===== src/rtl/dm_dmi_regfile.sv =====
// Debug-module DMI register front-end: decodes DMI requests, holds the DM register set and
// drives hart control and the abstract-command handshake. Define DM_PROGBUF_EN to build progbuf storage.
module dm_dmi_regfile #(
    parameter int DATA_COUNT   = 2,
    parameter int PROGBUF_SIZE = 2
) (
    input  logic        clk2,
    input  logic        rst_ck2,
    input  logic        req_vld,
    output logic        req_rdy,
    input  logic [6:0]  req_addr,
    input  logic [31:0] req_data,
    input  logic [1:0]  req_op,
    output logic        resp_vld,
    input  logic        resp_rdy,
    output logic [6:0]  resp_addr,
    output logic [31:0] resp_data,
    output logic [1:0]  resp_op,
    output logic        haltreq,
    output logic        resumereq,
    output logic        ndmreset,
    output logic        dmactive,
    input  logic        hart_halted,
    input  logic        hart_resumeack,
    output logic        cmd_vld,
    input  logic        cmd_rdy,
    output logic [31:0] cmd_word,
    input  logic        cmd_done,
    input  logic [2:0]  cmd_err,
    input  logic        hart_data_we,
    input  logic [3:0]  hart_data_idx,
    input  logic [31:0] hart_data_wdata,
    output logic [2:0]  dbg_state
);
    // Handshakes: a transfer happens on a rising clk2 edge where valid and ready are both high.
    typedef enum logic { D_IDLE, D_RESP } dmi_state_e;
    typedef enum logic [1:0] { C_IDLE, C_ISSUE, C_BUSY } cmd_state_e;

    localparam logic [6:0] A_DMCONTROL = 7'h10;
    localparam logic [6:0] A_DMSTATUS  = 7'h11;
    localparam logic [6:0] A_ABSCS     = 7'h16;
    localparam logic [6:0] A_COMMAND   = 7'h17;
`ifdef DM_PROGBUF_EN
    localparam logic PB_EN = 1'b1;
`else
    localparam logic PB_EN = 1'b0;
`endif
    localparam logic [4:0] PB_FIELD = 5'(PROGBUF_SIZE) & {5{PB_EN}};

    dmi_state_e  dmi_state_q, dmi_state_d;
    cmd_state_e  cmd_state_q, cmd_state_d;
    logic [6:0]  resp_addr_q, resp_addr_d;
    logic [31:0] resp_data_q, resp_data_d;
    logic [1:0]  resp_op_q, resp_op_d;
    logic        haltreq_q, haltreq_d, resumereq_q, resumereq_d;
    logic        ndmreset_q, ndmreset_d, dmactive_q, dmactive_d;
    logic        resumeack_q, resumeack_d;
    logic [2:0]  cmderr_q, cmderr_d;
    logic [31:0] cmd_word_q, cmd_word_d;
    logic [31:0] data_q [DATA_COUNT];
    logic [31:0] data_d [DATA_COUNT];
`ifdef DM_PROGBUF_EN
    logic [31:0] pb_q [PROGBUF_SIZE];
    logic [31:0] pb_d [PROGBUF_SIZE];
`endif

    logic        accept, busy, sel_data, sel_pb;
    logic [31:0] rd_data, dmstatus, abstractcs;

    assign req_rdy    = (dmi_state_q == D_IDLE);
    assign resp_vld   = (dmi_state_q == D_RESP);
    assign accept     = req_vld && req_rdy;
    assign busy       = (cmd_state_q != C_IDLE);
    assign cmd_vld    = (cmd_state_q == C_ISSUE);
    assign resp_addr  = resp_addr_q;
    assign resp_data  = resp_data_q;
    assign resp_op    = resp_op_q;
    assign haltreq    = haltreq_q;
    assign resumereq  = resumereq_q;
    assign ndmreset   = ndmreset_q;
    assign dmactive   = dmactive_q;
    assign cmd_word   = cmd_word_q;
    assign dbg_state  = {dmi_state_q, cmd_state_q};

    assign dmstatus   = {14'b0, {2{resumeack_q}}, 4'b0, {2{~hart_halted}}, {2{hart_halted}},
                         1'b1, 3'b0, 4'd2};
    assign abstractcs = {3'b0, PB_FIELD, 11'b0, busy, 1'b0, cmderr_q, 4'b0, 4'(DATA_COUNT)};

    always_comb begin
        dmi_state_d = dmi_state_q;
        cmd_state_d = cmd_state_q;
        resp_addr_d = resp_addr_q;
        resp_data_d = resp_data_q;
        resp_op_d   = resp_op_q;
        haltreq_d   = haltreq_q;
        resumereq_d = resumereq_q;
        ndmreset_d  = ndmreset_q;
        dmactive_d  = dmactive_q;
        resumeack_d = resumeack_q;
        cmderr_d    = cmderr_q;
        cmd_word_d  = cmd_word_q;
        data_d      = data_q;
        sel_data    = 1'b0;
        sel_pb      = 1'b0;
        rd_data     = '0;
`ifdef DM_PROGBUF_EN
        pb_d        = pb_q;
`endif

        case (req_addr)
            A_DMCONTROL: rd_data = {haltreq_q, 1'b0, 28'b0, ndmreset_q, dmactive_q};
            A_DMSTATUS:  rd_data = dmstatus;
            A_ABSCS:     rd_data = abstractcs;
            A_COMMAND:   rd_data = cmd_word_q;
            default:     rd_data = '0;
        endcase
        for (int i = 0; i < DATA_COUNT; i++) begin
            if (req_addr == 7'(4 + i)) begin
                sel_data = 1'b1;
                rd_data  = data_q[i];
            end
        end
`ifdef DM_PROGBUF_EN
        for (int i = 0; i < PROGBUF_SIZE; i++) begin
            if (req_addr == 7'(32 + i)) begin
                sel_pb  = 1'b1;
                rd_data = pb_q[i];
            end
        end
`endif

        case (cmd_state_q)
            C_ISSUE: if (cmd_rdy)  cmd_state_d = C_BUSY;
            C_BUSY:  if (cmd_done) cmd_state_d = C_IDLE;
            default: cmd_state_d = C_IDLE;
        endcase

        if (hart_resumeack) begin
            resumereq_d = 1'b0;
            resumeack_d = 1'b1;
        end

        case (dmi_state_q)
            D_IDLE: begin
                if (accept) begin
                    dmi_state_d = D_RESP;
                    resp_addr_d = req_addr;
                    resp_data_d = (req_op == 2'd1) ? rd_data : 32'h0;
                    resp_op_d   = (req_op == 2'd3) ? 2'd2 : 2'd0;
                end
            end
            D_RESP: if (resp_rdy) dmi_state_d = D_IDLE;
            default: dmi_state_d = D_IDLE;
        endcase

        if (accept && req_op == 2'd2) begin
            if (req_addr == A_DMCONTROL) begin
                dmactive_d = req_data[0];
                if (dmactive_q) begin
                    haltreq_d  = req_data[31];
                    ndmreset_d = req_data[1];
                    // haltreq takes priority over a simultaneous resume request
                    if (req_data[30] && !req_data[31]) begin
                        resumereq_d = 1'b1;
                        resumeack_d = 1'b0;
                    end
                end
            end else if (busy && (req_addr == A_COMMAND || req_addr == A_ABSCS || sel_data || sel_pb)) begin
                if (cmderr_q == 3'd0) cmderr_d = 3'd1;
            end else if (req_addr == A_COMMAND) begin
                if (cmderr_q == 3'd0) begin
                    cmd_word_d  = req_data;
                    cmd_state_d = C_ISSUE;
                end
            end else if (req_addr == A_ABSCS) begin
                cmderr_d = cmderr_q & ~req_data[10:8];
            end else begin
                for (int i = 0; i < DATA_COUNT; i++)
                    if (req_addr == 7'(4 + i)) data_d[i] = req_data;
`ifdef DM_PROGBUF_EN
                for (int i = 0; i < PROGBUF_SIZE; i++)
                    if (req_addr == 7'(32 + i)) pb_d[i] = req_data;
`endif
            end
        end

        if (cmd_state_q == C_BUSY && cmd_done && cmd_err != 3'd0 && cmderr_d == 3'd0)
            cmderr_d = cmd_err;

        // Applied after the DMI write so the hart wins a same-register collision
        for (int i = 0; i < DATA_COUNT; i++)
            if (hart_data_we && hart_data_idx == 4'(i)) data_d[i] = hart_data_wdata;

        if (!dmactive_d) begin
            haltreq_d   = 1'b0;
            resumereq_d = 1'b0;
            ndmreset_d  = 1'b0;
            resumeack_d = 1'b0;
            cmderr_d    = 3'd0;
            cmd_word_d  = '0;
            cmd_state_d = C_IDLE;
            for (int i = 0; i < DATA_COUNT; i++) data_d[i] = '0;
`ifdef DM_PROGBUF_EN
            for (int i = 0; i < PROGBUF_SIZE; i++) pb_d[i] = '0;
`endif
        end
    end

    always_ff @(posedge clk2 or posedge rst_ck2) begin
        if (rst_ck2) begin
            dmi_state_q <= D_IDLE;
            cmd_state_q <= C_IDLE;
            resp_addr_q <= '0;
            resp_data_q <= '0;
            resp_op_q   <= '0;
            haltreq_q   <= 1'b0;
            resumereq_q <= 1'b0;
            ndmreset_q  <= 1'b0;
            dmactive_q  <= 1'b0;
            resumeack_q <= 1'b0;
            cmderr_q    <= '0;
            cmd_word_q  <= '0;
            for (int i = 0; i < DATA_COUNT; i++) data_q[i] <= '0;
`ifdef DM_PROGBUF_EN
            for (int i = 0; i < PROGBUF_SIZE; i++) pb_q[i] <= '0;
`endif
        end else begin
            dmi_state_q <= dmi_state_d;
            cmd_state_q <= cmd_state_d;
            resp_addr_q <= resp_addr_d;
            resp_data_q <= resp_data_d;
            resp_op_q   <= resp_op_d;
            haltreq_q   <= haltreq_d;
            resumereq_q <= resumereq_d;
            ndmreset_q  <= ndmreset_d;
            dmactive_q  <= dmactive_d;
            resumeack_q <= resumeack_d;
            cmderr_q    <= cmderr_d;
            cmd_word_q  <= cmd_word_d;
            data_q      <= data_d;
`ifdef DM_PROGBUF_EN
            pb_q        <= pb_d;
`endif
        end
    end
endmodule


===== config.mk =====
export PLATFORM = sky130hd
export DESIGN_NAME = dm_dmi_regfile
export DESIGN_NICKNAME = d
export VERILOG_FILES = /design/src/rtl/dm_dmi_regfile.sv
export SDC_FILE = /design/constraint.sdc
export NUM_CORES = 1
export LEC_CHECK = 0
export CORE_MARGIN = 8
export CORE_UTILIZATION = 35
export DETAILED_ROUTE_END_ITERATION = 10
export PLACE_DENSITY = 0.68
export RECOVER_POWER = 50
export SLEW_MARGIN = 20
export SYNTH_ARGS = -nofsm -noshare
export SYNTH_HDL_FRONTEND = slang
export SYNTH_SLANG_ARGS = --single-unit

===== constraint.sdc =====
create_clock -name clk2 -period 13.8 [get_ports clk2]
set_input_delay 2.07 -clock clk2 [delete_from_list [all_inputs] [get_ports clk2]]
set_output_delay 2.07 -clock clk2 [all_outputs]
set_load 0.005 [all_outputs]

==> results.txt, run 1 <==
- Wire length of the first global-routing pass: 36,500 um
- Setup repair after global routing missed its margin: false
- I/O Pins: 172
- Clock network fraction of design power: between 40% and 50%
- Startpoint of the lowest-slack hold path: resp_data[15]
* Starting Density: 35.2%
* Leak Pwr: about 0.0043 uW
- Sequential share of power: 43.7%
- Global routing finished with a remaining overflow of 0.
* Most instantiated flip-flop cell in the synthesis netlist: sky130_fd_sc_hd__dfrtp_1
- Number of violations reported at the end of detailed-routing iteration 0: 360
- Count of synthesis-stage warnings from yosys: 0
- Count of hold buffers inserted by post-cts repair: 0
- Of the synthesized area, sequential elements account for 48.4%.
- Half-perimeter wire length of the detailed placement result: 15,200 um
* Pin count of the biggest net entering global routing: 93
* Later-pin clock latency in the skew report: 0.41 ns
- Startpoint Class: input pin
- Share of layout cells above drive strength 1: 13.3%
- Peak supply drop: 75.1 uV
* Most area-consuming cells after synthesis: sky130_fd_sc_hd__dfrtp_1, sky130_fd_sc_hd__mux2i_1, sky130_fd_sc_hd__a211oi_2
* Arrival time reported for the critical path endpoint: ~7.3 ns
* Most common cell after layout, fill and taps aside: sky130_fd_sc_hd__dfrtp_1
- The congestion estimate from routability-driven global placement came to ~0.9.
- Post-route clock period utilization: 54.3%
- Counting I/O delays and the setup requirement, the final critical path takes 7.49 ns.
* Post-DRT Antenna Nets: 0
- The analysis attributes to net switching a power of about 230 uW.
- After synthesis, the share of flip-flops with an asynchronous set or reset is 100%.
- Via count of the first global-routing pass: between 6,000 and 7,000
- In this run, synthesis inferred 0 flip-flops with an integrated enable.
- Cell type with the largest total area after synthesis: sky130_fd_sc_hd__dfrtp_1
- STA puts the critical path data required time at about 14 ns.
* Post-Synthesis Net Count: 782
* Slew at the pin closest to its max-slew limit: between 4 and 5 ns
- Timing would allow up to 0.134 GHz.
- Ordered list of cells on the worst path: dlygate4sd3_1 > clkinvlp_2 > clkbuf_1
- Global routing consumed, over all layers together, 17.4% of the routing resources.
- The final number of max-transition violations is 194.
* Synth Cell Area: 7600 sq um
- Routed wire length per instance: 20.7 um
- Total wire length: around 23,000 um
- Once layout is complete, the utilization of the core stands at 46.5%.
* Crit. Startpoint: rst_ck2
- In this run the clock root is driven by a sky130_fd_sc_hd__clkbuf_16.
- Commonest non-fill, non-tap cells in the layout: sky130_fd_sc_hd__dfrtp_1, sky130_fd_sc_hd__clkdlybuf4s50_1, sky130_fd_sc_hd__dlygate4sd3_1, sky130_fd_sc_hd__mux2i_1, sky130_fd_sc_hd__nor2_1
- In this run the worst path has a maximum fanout of roughly 90.
- Longest Clk Path Bufs: 2
* Switching Share: around 23%
- Cell count after synthesis: 690
- Max-slew headroom at the worst pin: -173%
- Internal power component: ~780 uW
- Hold Fails Final Rpt: 0
- For this design, the slowest cell found on the critical path is sky130_fd_sc_hd__clkbuf_1.
- CP Capture Type: asynchronous set/reset pin
- Dividing total power by cell area gives a power density of 101 nW/um^2.
- Area growth, synth to finish: 32.0%
- The initial antenna violation count came to 1.
* Total vias in the final route: 6,064
- Counting the buffers created by CTS gives 17.
- In this run the mean area of a mapped cell was between 10 and 15 sq um.
- Residual DRC: 0
- Cell family with the largest share of critical-path delay: buffers and inverters
- Routed via count divided by cell count: about 5.4
- TritonCTS built the clock tree.
* Number of H-tree levels: 4
- The critical path is of the in2async type.
- In this run, the combinational gates consume 9.2% of the power.
- Setup total negative slack on the finished layout was measured at 0 ns.
- Height of the die: 163 um
- Critical register-to-register path startpoint: resp_vld
* Number of distinct library cells after synthesis: 57
- Core box area: approximately 22,000 sq um
- Reg clk slew, reported paths: 0.06 ns
* Max Clock Skew: ~0.007 ns
* # Post-CTS Setup Buffers: 0
- The final layout contains 921 nets.
- Together, buffers and inverters on the worst path number 3.
- The run finished, with violations left.
- Number of detailed-routing iterations run before antenna repair: 5
- Failing checks: max-capacitance violations, max-slew violations
- Diode count: 0
- Across the run, the number of max-cap violations was 3.
* Die W: 163 um
- The initialized floorplan defines 54 standard-cell rows.
* Number of port buffers: 170
- Die area: 26,700 sq um
- Gates resized during post-CTS repair numbered 0.
* Class of the most critical hold timing path: reg2reg
* Register bit total from synthesis: approximately 150
* Area fraction of the dominant cell type after synthesis: 48.4%
* Count of endpoints failing setup in the final report: 0
* Clk sinks: 147
* Slowest stage delay, CP: 2.32 ns
[synthesized netlist by cell type (4+ instances only)]
master                     instances
sky130_fd_sc_hd__dfrtp_1         147
sky130_fd_sc_hd__mux2i_1          73
sky130_fd_sc_hd__nor2_1           71
sky130_fd_sc_hd__a22o_1           52
sky130_fd_sc_hd__a211oi_2         48
sky130_fd_sc_hd__nand2_1          43
sky130_fd_sc_hd__o21ai_0          41
sky130_fd_sc_hd__clkbuf_1         27
sky130_fd_sc_hd__a22oi_1          23
sky130_fd_sc_hd__a211oi_1         17
sky130_fd_sc_hd__a21oi_1          15
sky130_fd_sc_hd__buf_2            15
sky130_fd_sc_hd__buf_6             9
sky130_fd_sc_hd__inv_1             8
sky130_fd_sc_hd__nand3_1           8
sky130_fd_sc_hd__nor3_1            8
sky130_fd_sc_hd__nor3b_1           8
sky130_fd_sc_hd__mux2_2            7
sky130_fd_sc_hd__a311oi_1          6
sky130_fd_sc_hd__buf_1             5
sky130_fd_sc_hd__buf_4             4
sky130_fd_sc_hd__o211ai_1          4
[cell families after synthesis]
group | Yosys count | share of synthesized area [%]
AOI/OAI and AO/OA | 217 | 24.0
and+or+nand+nor | 173 | 11.6
DFF | 147 | 48.4
muxes | 80 | 10.7
buffers and inverters | 68 | 4.69
adders and majority gates | 3 | 0.494
other | 1 | 0.0494
xor gates and xnor gates | 1 | 0.115
[tightest hold or removal path: cells and delay by family (launching register included)]
family | cells | cell delay (ns)
flip-flops | 1 | 0.33
AO/OA/AOI/OAI | 1 | 0.06
AND/OR/NAND/NOR | 1 | 0.04
[power groups by stage]
| stage | logic (uW) | clock network (uW) | registers, uW |
|---|---|---|---|
| 3_5_place_dp | 97.4 | 0 | 448 |
| 4_1_cts | 97.8 | 484 | 441 |
| 5_1_grt | 102 | 501 | 441 |
| 2_1_floorplan | 39.0 | 0 | 448 |
| 3_3_place_gp | 96.8 | 0 | 448 |
| 6_report | 93.0 | 474 | 440 |
[worst paths after layout]
kind / to / slack (ns) / depth (start not counted)
worst max-delay path: resp_data[13] / 6.31 / 3
worst min-delay path: resp_data[15] / 0.47 / 2
worst max register to register: resumereq / 10.70 / 7
worst min register to register: resp_data[15] / 0.47 / 2
max in group clk2: data_q[30] / 8.89 / 7
min in group asynchronous: cmd_word[19] / 3.34 / 2
[stage by stage]
| step | worst slack (ns) | hold WS (ns) | power (uW) | area (sq um) | instances |
|---|---|---|---|---|---|
| 3_3_place_gp | 8.57 | 0.462 | 545 | 9430 | 1090 |
| 2_1_floorplan | 7.78 | 0.473 | 487 | 7600 | 690 |
| 5_1_grt | 5.19 | 0.499 | 1040 | 10000 | 1121 |
| 6_report | 6.31 | 0.470 | 1010 | 10000 | 1121 |
| 4_1_cts | 8.95 | 0.483 | 1020 | 10000 | 1121 |
| 3_5_place_dp | 8.50 | 0.462 | 546 | 9430 | 1090 |
[registers in the layout (all words and copies together) (netlist names)]
| register | count |
|---|---|
| ndmreset | 1 |
| dmactive | 1 |
| haltreq | 1 |
| data_q | 64 |
| resp_addr | 7 |
| resp_vld | 1 |
| resp_op | 1 |
| resumeack_q | 1 |
| cmd_word | 32 |
| cmd_state_q | 2 |
| cmderr_q | 3 |
| resp_data | 32 |
| resumereq | 1 |
[final cells by class]
class / count / area [sq um]
clock inverters: 9 / 129
multi-input cells: 475 / 3600
fillers: 2020 / 11500
inverters: 8 / 31.3
flip-flops and latches: 147 / 3680
clock buffers: 22 / 474
repair buffers: 180 / 1770
well taps: 280 / 350
[metal layers]
metal | share of wire [%] | vias to the layer above | global-route usage (%)
met4 | 1.0 | 2 | 4.96
li1 | - | 2845 | -
met1 | 44 | 3030 | 22.7
met3 | 6.2 | 18 | 4.18
met5 | 0.056 | - | 0
met2 | 49 | 169 | 28.4
Power figures use the tool's default switching activity.
==> run 2: changes to the inputs <==
--- a/config.mk
+++ b/config.mk
@@ -8,7 +8,7 @@
 export CORE_MARGIN = 8
 export CORE_UTILIZATION = 35
 export DETAILED_ROUTE_END_ITERATION = 10
-export PLACE_DENSITY = 0.68
+export PLACE_DENSITY = 0.7
 export RECOVER_POWER = 50
 export SLEW_MARGIN = 20
 export SYNTH_ARGS = -nofsm -noshare
==> constraint.sdc (replaced) <==
create_clock -name clk2 -period 6.2 [get_ports clk2]
set_input_delay 0.93 -clock clk2 [delete_from_list [all_inputs] [get_ports clk2]]
set_output_delay 0.93 -clock clk2 [all_outputs]
set_load 0.005 [all_outputs]
==> run 2 against run 1 <==
- the flow still finishes with violations (max-capacitance violations, max-slew violations)
- core utilization grew 0.058 points
- critical path depth rose by 4
- clock power grew 130%
- register-to-register slack got worse by 7.5 ns
- critical path type is now in2reg
- largest power group unchanged
==> results.txt, run 2 (synthesized netlist as in run 1, its figures left out) <==
- Run status: finished with violations
- The checks that failed: max-capacitance violations, max-slew violations.
- The die boundary width is 163 um (unchanged).
- The share of power burned in the clock network is 47.8% (+0.7 points).
* Hold Fails Final Rpt: 0 (unchanged)
- The post-CTS repair timing setup buffer count was 0 (unchanged).
- The number of rows created at floorplan was 54 (unchanged).
- I/O Pins: 172 (unchanged)
- Starting Density: 35.2% (unchanged)
- The detailed router's first-iteration violation count came to 385 (+6.9%).
- Residual DRC: 0 (unchanged)
- The average detailed-routed wire length per instance is 21.4 um (+3.2%).
- Via count of the first global-routing pass: 6,461 (+2.8%)
* Number of cells on the worst hold path: 2 (unchanged)
* Net count reported at finish: 921 (unchanged)
- The cell count after placement is 1,090 (unchanged).
* GRT Total Usage: 18.2% (+0.78 points)
- The length of the first detailed-routing pass in iterations came to 5 (unchanged).
* Slew at the pin closest to its max-slew limit: 1.85 ns (-2.23 ns)
- Peak supply drop: 160 uV (+110%)
- The total of buffers placed on input and output ports is 170 (unchanged).
- Arrival time reported for the critical path endpoint: 4.12 ns (-3.19 ns)
- The final number of max-transition violations came to 44 (-77%).
* Core box area: 21,600 sq um (unchanged)
- The clock buffer count from CTS is 17 (unchanged).
- The internal power is 1750 uW (+120%).
* Fmax: 0.264 GHz
* Cell area after layout: 10,000 sq um (+0.12%)
- Required time at the worst-slack endpoint: 6.53 ns (-7.09 ns)
* Wire length of the first global-routing pass: 37,800 um (+3.7%)
* Count of hold buffers inserted by post-cts repair: 0 (unchanged)
* Share of layout cells above drive strength 1: 13.3% (unchanged)
* Number of flip-flops in the largest register: 64 (unchanged)
- The residual antenna-violating net count after detailed routing was 0 (unchanged).
- Hold EP: resp_data[15]
* Post-layout min period: 3.79 ns
- The most numerous cell type found on the critical path is sky130_fd_sc_hd__nor2_1.
- Relative to the synthesized area, the layout overhead comes to 32.2%.
* Half-perimeter wire length of the detailed placement result: 15,400 um (+1.3%)
- The library cell used most frequently in the layout, excluding fill and tap cells, is sky130_fd_sc_hd__dfrtp_1.
- Cell family with the largest share of critical-path delay: simple AND/OR/NAND/NOR gates
- Count of cell instances traversed by the critical path: 7 (+4)
* Overflow left after global routing: 0 (unchanged)
- The worst setup path is launched from an input pin.
- The placed cell area came to 9430 sq um (unchanged).
* Die area: 26,700 sq um (unchanged)
- The stage delay of the slowest cell on the critical path came to 0.66 ns (-1.66 ns).
* Destination of the worst register-to-register timing path: data_q[21]
- The height of the die was 163 um (unchanged).
* Slowest cell on crit path: sky130_fd_sc_hd__buf_4
- Max-slew headroom at the worst pin: -23.3% (+150 points)
* Pin count of the biggest net entering global routing: 105 (+13%)
- Worst reg-to-reg path cell count: 6 (-1)
- The power dissipated by switching net loads is 529 uW (+130%).
- Count of max-cap constraint violations: 1 (-2)
- The combinational cell fraction of total power is 9.2% (about the same).
* Clk sinks: 147 (unchanged)
- Pwr per Cell Area: 227 nW/um^2 (+130%)
- In the finished design, the share of the clock period the worst path needs comes to 61.2%.
* Diode count: 0 (unchanged)
- Class of the most critical hold timing path: reg2reg
- Reg clk slew, reported paths: 0.06 ns (about the same)
- Master cell of the clock root buffer: sky130_fd_sc_hd__clkbuf_16
- Setup repair after global routing missed its margin: false
- The deepest level of the CTS H-tree is 4 (unchanged).
* Crit. Startpoint: req_addr[4]
- The number of buffer and inverter stages on the critical path is 2 (-1).
- Counting flops per register, the top entry is data_q.
- Non-filler instance count after layout: 1,121 (unchanged)
- Sequential share of power: 43.0% (-0.7 points)
* CP Capture Type: register
- Leak Pwr: 0.00428 uW (about the same)
* Later-pin clock latency in the skew report: 0.42 ns (about the same)
* Setup total negative slack: 0 ns (unchanged)
- The signal on the critical path passes through clkdlybuf4s50_1 > nor2_1 > nand3_1 > o31ai_4 > buf_4 > nor2_1 > a211oi_2.
- In this run the most critical hold path is launched from resp_data[15].
* Count of endpoints failing setup in the final report: 0 (unchanged)
- The post-detailed-route via-to-cell ratio was 5.48 (+1.3%).
- Total vias in the final route: 6,142 (+1.3%)
* Type of the worst setup path: in2reg
* Commonest non-fill, non-tap cells in the layout: sky130_fd_sc_hd__dfrtp_1, sky130_fd_sc_hd__clkdlybuf4s50_1, sky130_fd_sc_hd__dlygate4sd3_1, sky130_fd_sc_hd__mux2i_1, sky130_fd_sc_hd__nor2_1
- Worst-path maximum fanout: 64 (-30%)
- The post-detailed-routing wire length was 24,000 um (+3.2%).
- Internal reg-to-reg setup slack: 3.20 ns (-7.50 ns)
- The switching part of the total is 23.2% (+0.37 points).
- TritonCTS built the clock tree.
- The worst register-to-register path begins at resp_vld.
- The final weighted congestion in routability-driven placement was 0.877 (-1.1%).
- Resized Gates After CTS: 0 (unchanged)
- Number of antenna violations at the first check in global routing: 0 (-1)
* Longest Clk Path Bufs: 2 (unchanged)
* Max Clock Skew: 0.00799 ns (+0.000837 ns)
## run 2: changes by cell type in the layout (fill, tap and decap cells not counted)
cell,delta
sky130_fd_sc_hd__buf_4,+1
sky130_fd_sc_hd__clkinvlp_2,-1
sky130_fd_sc_hd__clkdlybuf4s50_1,+2
sky130_fd_sc_hd__inv_6,+1
sky130_fd_sc_hd__dlygate4sd3_1,-2
sky130_fd_sc_hd__clkinvlp_4,+1
sky130_fd_sc_hd__clkbuf_8,-2
sky130_fd_sc_hd__bufinv_16,+1
sky130_fd_sc_hd__clkinv_4,-1
## run 2: power by group through the flow
stage / clock [uW] / sequential [uW] / combinational, uW
final: 1090 / 980 / 210
after global routing: 1140 / 981 / 227
after CTS: 1110 / 980 / 219
after detailed placement: 0 / 998 / 217
after global placement: 0 / 998 / 216
after floorplan: 0 / 998 / 86.9
## run 2: area by class of cell
class | instances | area, sq um
Sequential cell | 147 | 3680
Timing Repair Buffer | 180 | 1770
Inverter | 8 | 35.0
Multi-Input combinational cell | 475 | 3600
Clock buffer | 21 | 450
Clock inverter | 10 | 158
Tap cell | 280 | 350
Fill cell | 2001 | 11500
## run 2: per-stage QoR
stage               setup WS (ns)  hold WS [ns]  total power [uW]  utilization (%)
finish                       2.41         0.470              2280             46.6
global route                 2.14         0.496              2350             46.6
CTS                          2.45         0.485              2310             46.6
detailed placement           2.06         0.472              1220             43.8
global placement             2.09         0.462              1210             43.8
floorplan                    1.32         0.473              1080                -
## run 2: per-layer routing
layer  share of wire [%]  GRT usage [%]
met1                  43           23.5
met2                  48           29.2
met3                 7.0           4.71
met4                 2.1           6.26
met5                   0              0
## run 2: worst register-to-register path: cells and delay by family (launching register included)
kind	cells	cell delay, ns
buffers and inverters	2	1.12
flip-flops	1	0.40
multiplexers	1	0.28
AND/OR/NAND/NOR	2	0.91
AO/OA/AOI/OAI	1	0.13
## run 2: worst max-delay path by stage
stage | to | slack (ns)
after floorplan | cmd_state_q[0] | 1.32
after global placement | data_q[27] | 2.09
after detailed placement | data_q[24] | 2.06
after CTS | data_q[24] | 2.45
after global routing | data_q[24] | 2.14
final | data_q[9] | 2.41
==> run 3: changes to the inputs <==
--- a/config.mk
+++ b/config.mk
@@ -8,7 +8,7 @@
 export CORE_MARGIN = 8
 export CORE_UTILIZATION = 35
 export DETAILED_ROUTE_END_ITERATION = 10
-export PLACE_DENSITY = 0.7
+export PLACE_DENSITY = 0.68
 export RECOVER_POWER = 50
 export SLEW_MARGIN = 20
 export SYNTH_ARGS = -nofsm -noshare
==> constraint.sdc (replaced) <==
create_clock -name clk2 -period 3.6 [get_ports clk2]
set_input_delay 0.54 -clock clk2 [delete_from_list [all_inputs] [get_ports clk2]]
set_output_delay 0.54 -clock clk2 [all_outputs]
set_load 0.005 [all_outputs]
==> run 3 against run 2 <==
- the flow still finishes with violations (max-capacitance violations, max-slew violations)
- clock skew rose by 0.0044 ns
- cell count rose by 1.4%
- worst setup slack got worse by 1.7 ns
- combinational power rose by 75%
- critical endpoint is now resp_addr[3]
- flip-flop and latch count did not move
- register-to-register slack got worse by 2.4 ns
- design area rose by 1.3%
- non-clock buffer count rose by 15
- worst hold slack barely moved
- critical path depth fell by 3
==> results.txt, run 3 (synthesized netlist as in run 1, its figures left out) <==
* Fmax: about 0.34 GHz
* Placement Rows: 54 (unchanged)
- The signal on the critical path passes through clkdlybuf4s50_1 > nand2_1 > clkbuf_1 > mux2_2.
- The cell count after placement came to 1,105 (+1.4%).
* Later-pin clock latency in the skew report: 0.43 ns (about the same)
* Wire length of the first global-routing pass: 37,800 um (-0.18%)
- Max-slew headroom at the worst pin: -39.7% (-16 points)
- The clock buffer count from CTS is 17 (unchanged).
* Failing checks: max-capacitance violations, max-slew violations
- Core box area: 21,600 sq um (unchanged)
- The endpoint identified for the worst register-to-register timing path is resp_addr[3].
- Height of the die: 163 um (unchanged)
- Met2 Use GR: 29.0% (-0.17 points)
- Total wire length: 24,300 um (+1.3%)
- Number of port buffers: 170 (unchanged)
* # Post-CTS Setup Buffers: 0 (unchanged)
- Required time at the worst-slack endpoint: 3.91 ns (-2.62 ns)
- Most common cell after layout, fill and taps aside: sky130_fd_sc_hd__dfrtp_1
- Setup repair after global routing missed its margin: false
- The final cell count without fillers is 1,137 (+1.4%).
* Max-slew violation count: 148 (+240%)
- The ratio of total power to cell area came to 385 nW/um^2 (+70%).
- The ratio of cells with drive above 1 in the final layout came to 14.8% (+1.5 points).
- The cell depth of the worst flop-to-flop path came to 4 (-2).
- In this run the most used layer during global routing was met2.
- The boundary pin count was 172 (unchanged).
- The total power after layout is 3920 uW (+72%).
- Post-route clock period utilization: 81.5%
* Post-DRT Antenna Nets: 0 (unchanged)
* Starting Density: 35.2% (unchanged)
- Hold EP: resp_data[18]
- Met3 Use GR: 4.01% (-0.71 points)
- The max-cap violation count is 2 (+1).
- Longest Clk Path Bufs: 2 (unchanged)
- The via count of the first global-routing pass was 6,542 (+1.3%).
- Die area: 26,700 sq um (unchanged)
* Arrival time reported for the critical path endpoint: 3.24 ns (-0.88 ns)
* Slowest stage delay, CP: 1.15 ns (+0.49 ns)
- In the layout the commonest cells are sky130_fd_sc_hd__dfrtp_1, sky130_fd_sc_hd__clkdlybuf4s50_1, sky130_fd_sc_hd__mux2i_1, sky130_fd_sc_hd__nor2_1, sky130_fd_sc_hd__a22o_1.
- The largest clock skew in the final design was 0.0124 ns (+0.00442 ns).
- The setup slack of the most critical reg-to-reg path is 0.78 ns (-2.42 ns).
- Slowest cell on crit path: sky130_fd_sc_hd__clkbuf_1
- Die W: 163 um (unchanged)
- Residual DRC: 0 (unchanged)
- Slew at the pin closest to its max-slew limit: 2.10 ns (+0.251 ns)
* Post-layout min period: 2.94 ns
- Run status: finished with violations
* Worst-path maximum fanout: 24 (-63%)
* Hold Fails Final Rpt: 0 (unchanged)
* Diode count: 0 (unchanged)
- The maximum number of pins on one net before global-route repair came to 148 (+41%).
- Half-perimeter wire length of the detailed placement result: 16,200 um (+5.0%)
* Number of antenna violations at the first check in global routing: 0 (unchanged)
- Startpoint of the lowest-slack hold path: resp_data[18]
- The clock transition at the register clock pins on the worst setup and hold paths after CTS was 0.07 ns (about the same).
* Peak supply drop: 267 uV (+66%)
- Startpoint Class: input pin
- GRT Total Usage: 18.4% (+0.18 points)
- Net count reported at finish: 936 (+1.6%)
- Number of flip-flops in the largest register: 64 (unchanged)
* Routed wire length per instance: 21.4 um (about the same)
* Critical register-to-register path startpoint: resp_vld
* Leak Pwr: 0.00421 uW (-1.6%)
* Global Route met1 Usage: 24.4% (+0.98 points)
* Total vias in the final route: 6,281 (+2.3%)
- The length of the first detailed-routing pass in iterations is 5 (unchanged).
- The sink count of the clock tree came to 147 (unchanged).
- Class of the most critical hold timing path: reg2reg
- The number of setup violations in the final report is 0 (unchanged).
- Count of hold buffers inserted by post-cts repair: 0 (unchanged)
- Number of violations reported at the end of detailed-routing iteration 0: 450 (+17%)
* TritonCTS clock tree: yes
- Routed via count divided by cell count: 5.52 (+0.82%)
- The cell depth of the worst min-delay path is 2 (unchanged).
- Relative to the synthesized area, the layout overhead comes to 33.9%.
* CP Capture Type: register
- Overflow left after global routing: 0 (unchanged)
- The number of resized instances in the post-cts repair step is 0 (unchanged).
- Master cell of the clock root buffer: sky130_fd_sc_hd__clkbuf_16
- Final Wtd Congestion: 0.829 (-5.5%)
* Number of H-tree levels: 4 (unchanged)
- data_q holds more flip-flops than any other register.
- The accumulated negative setup slack was 0 ns (unchanged).
- The critical path is of the in2reg type.
==> run 3: cell count changes in the layout (fill, tap and decap cells not counted), moves of 3 or more <==
| cell | before | now |
|---|---|---|
| sky130_fd_sc_hd__clkdlybuf4s50_1 | 88 | 129 |
| sky130_fd_sc_hd__dlygate4sd3_1 | 81 | 40 |
| sky130_fd_sc_hd__buf_4 | 10 | 21 |
| sky130_fd_sc_hd__clkinv_2 | 3 | 0 |
==> run 3: power by group <==
part | internal, uW | switching [uW]
combinational | 173 | 196
sequential | 1670 | 11.8
clock | 1100 | 759
total | 2950 | 967
==> run 3: worst max path at each step <==
stage,start,to,slack [ns],cells past startpoint
2_1_floorplan,rst_ck2,cmd_state_q[0],1.21,1
3_3_place_gp,req_op[1],cmd_word[29],0.49,6
3_5_place_dp,req_op[1],cmd_word[2],0.41,6
4_1_cts,req_op[1],cmd_word[18],0.87,6
5_1_grt,rst_ck2,cmd_word[30],0.51,3
6_report,req_vld,resp_addr[3],0.66,4
==> run 3: worst max-delay path: cells and delay by family <==
kind                   cells  cell delay (ns)
buffers and inverters      2             1.60
multiplexers               1             0.43
AND/OR/NAND/NOR            1             0.64
==> run 3: layer usage <==
layer	wire (um)	up-vias
li1	-	2883
met1	10800	3154
met2	11600	219
met3	1480	25
met4	411	0
met5	0	-
==> run 3: layout make-up <==
type	instances	area [sq um]
tap	280	350
clock inverter	13	175
clock buffer	19	433
timing repair buffer	195	1910
multi-input combinational	475	3590
sequential	147	3680
fill	1997	11400
inverter	8	33.8
==> run 3: through the flow <==
step,setup slack [ns],util [%],area [sq um],hold slack (ns)
after floorplan,1.21,-,7600,0.473
after global placement,0.488,44.5,9580,0.465
after detailed placement,0.409,44.5,9580,0.470
after CTS,0.866,47.3,10200,0.484
after global routing,0.511,47.2,10200,0.510
final,0.665,47.2,10200,0.470
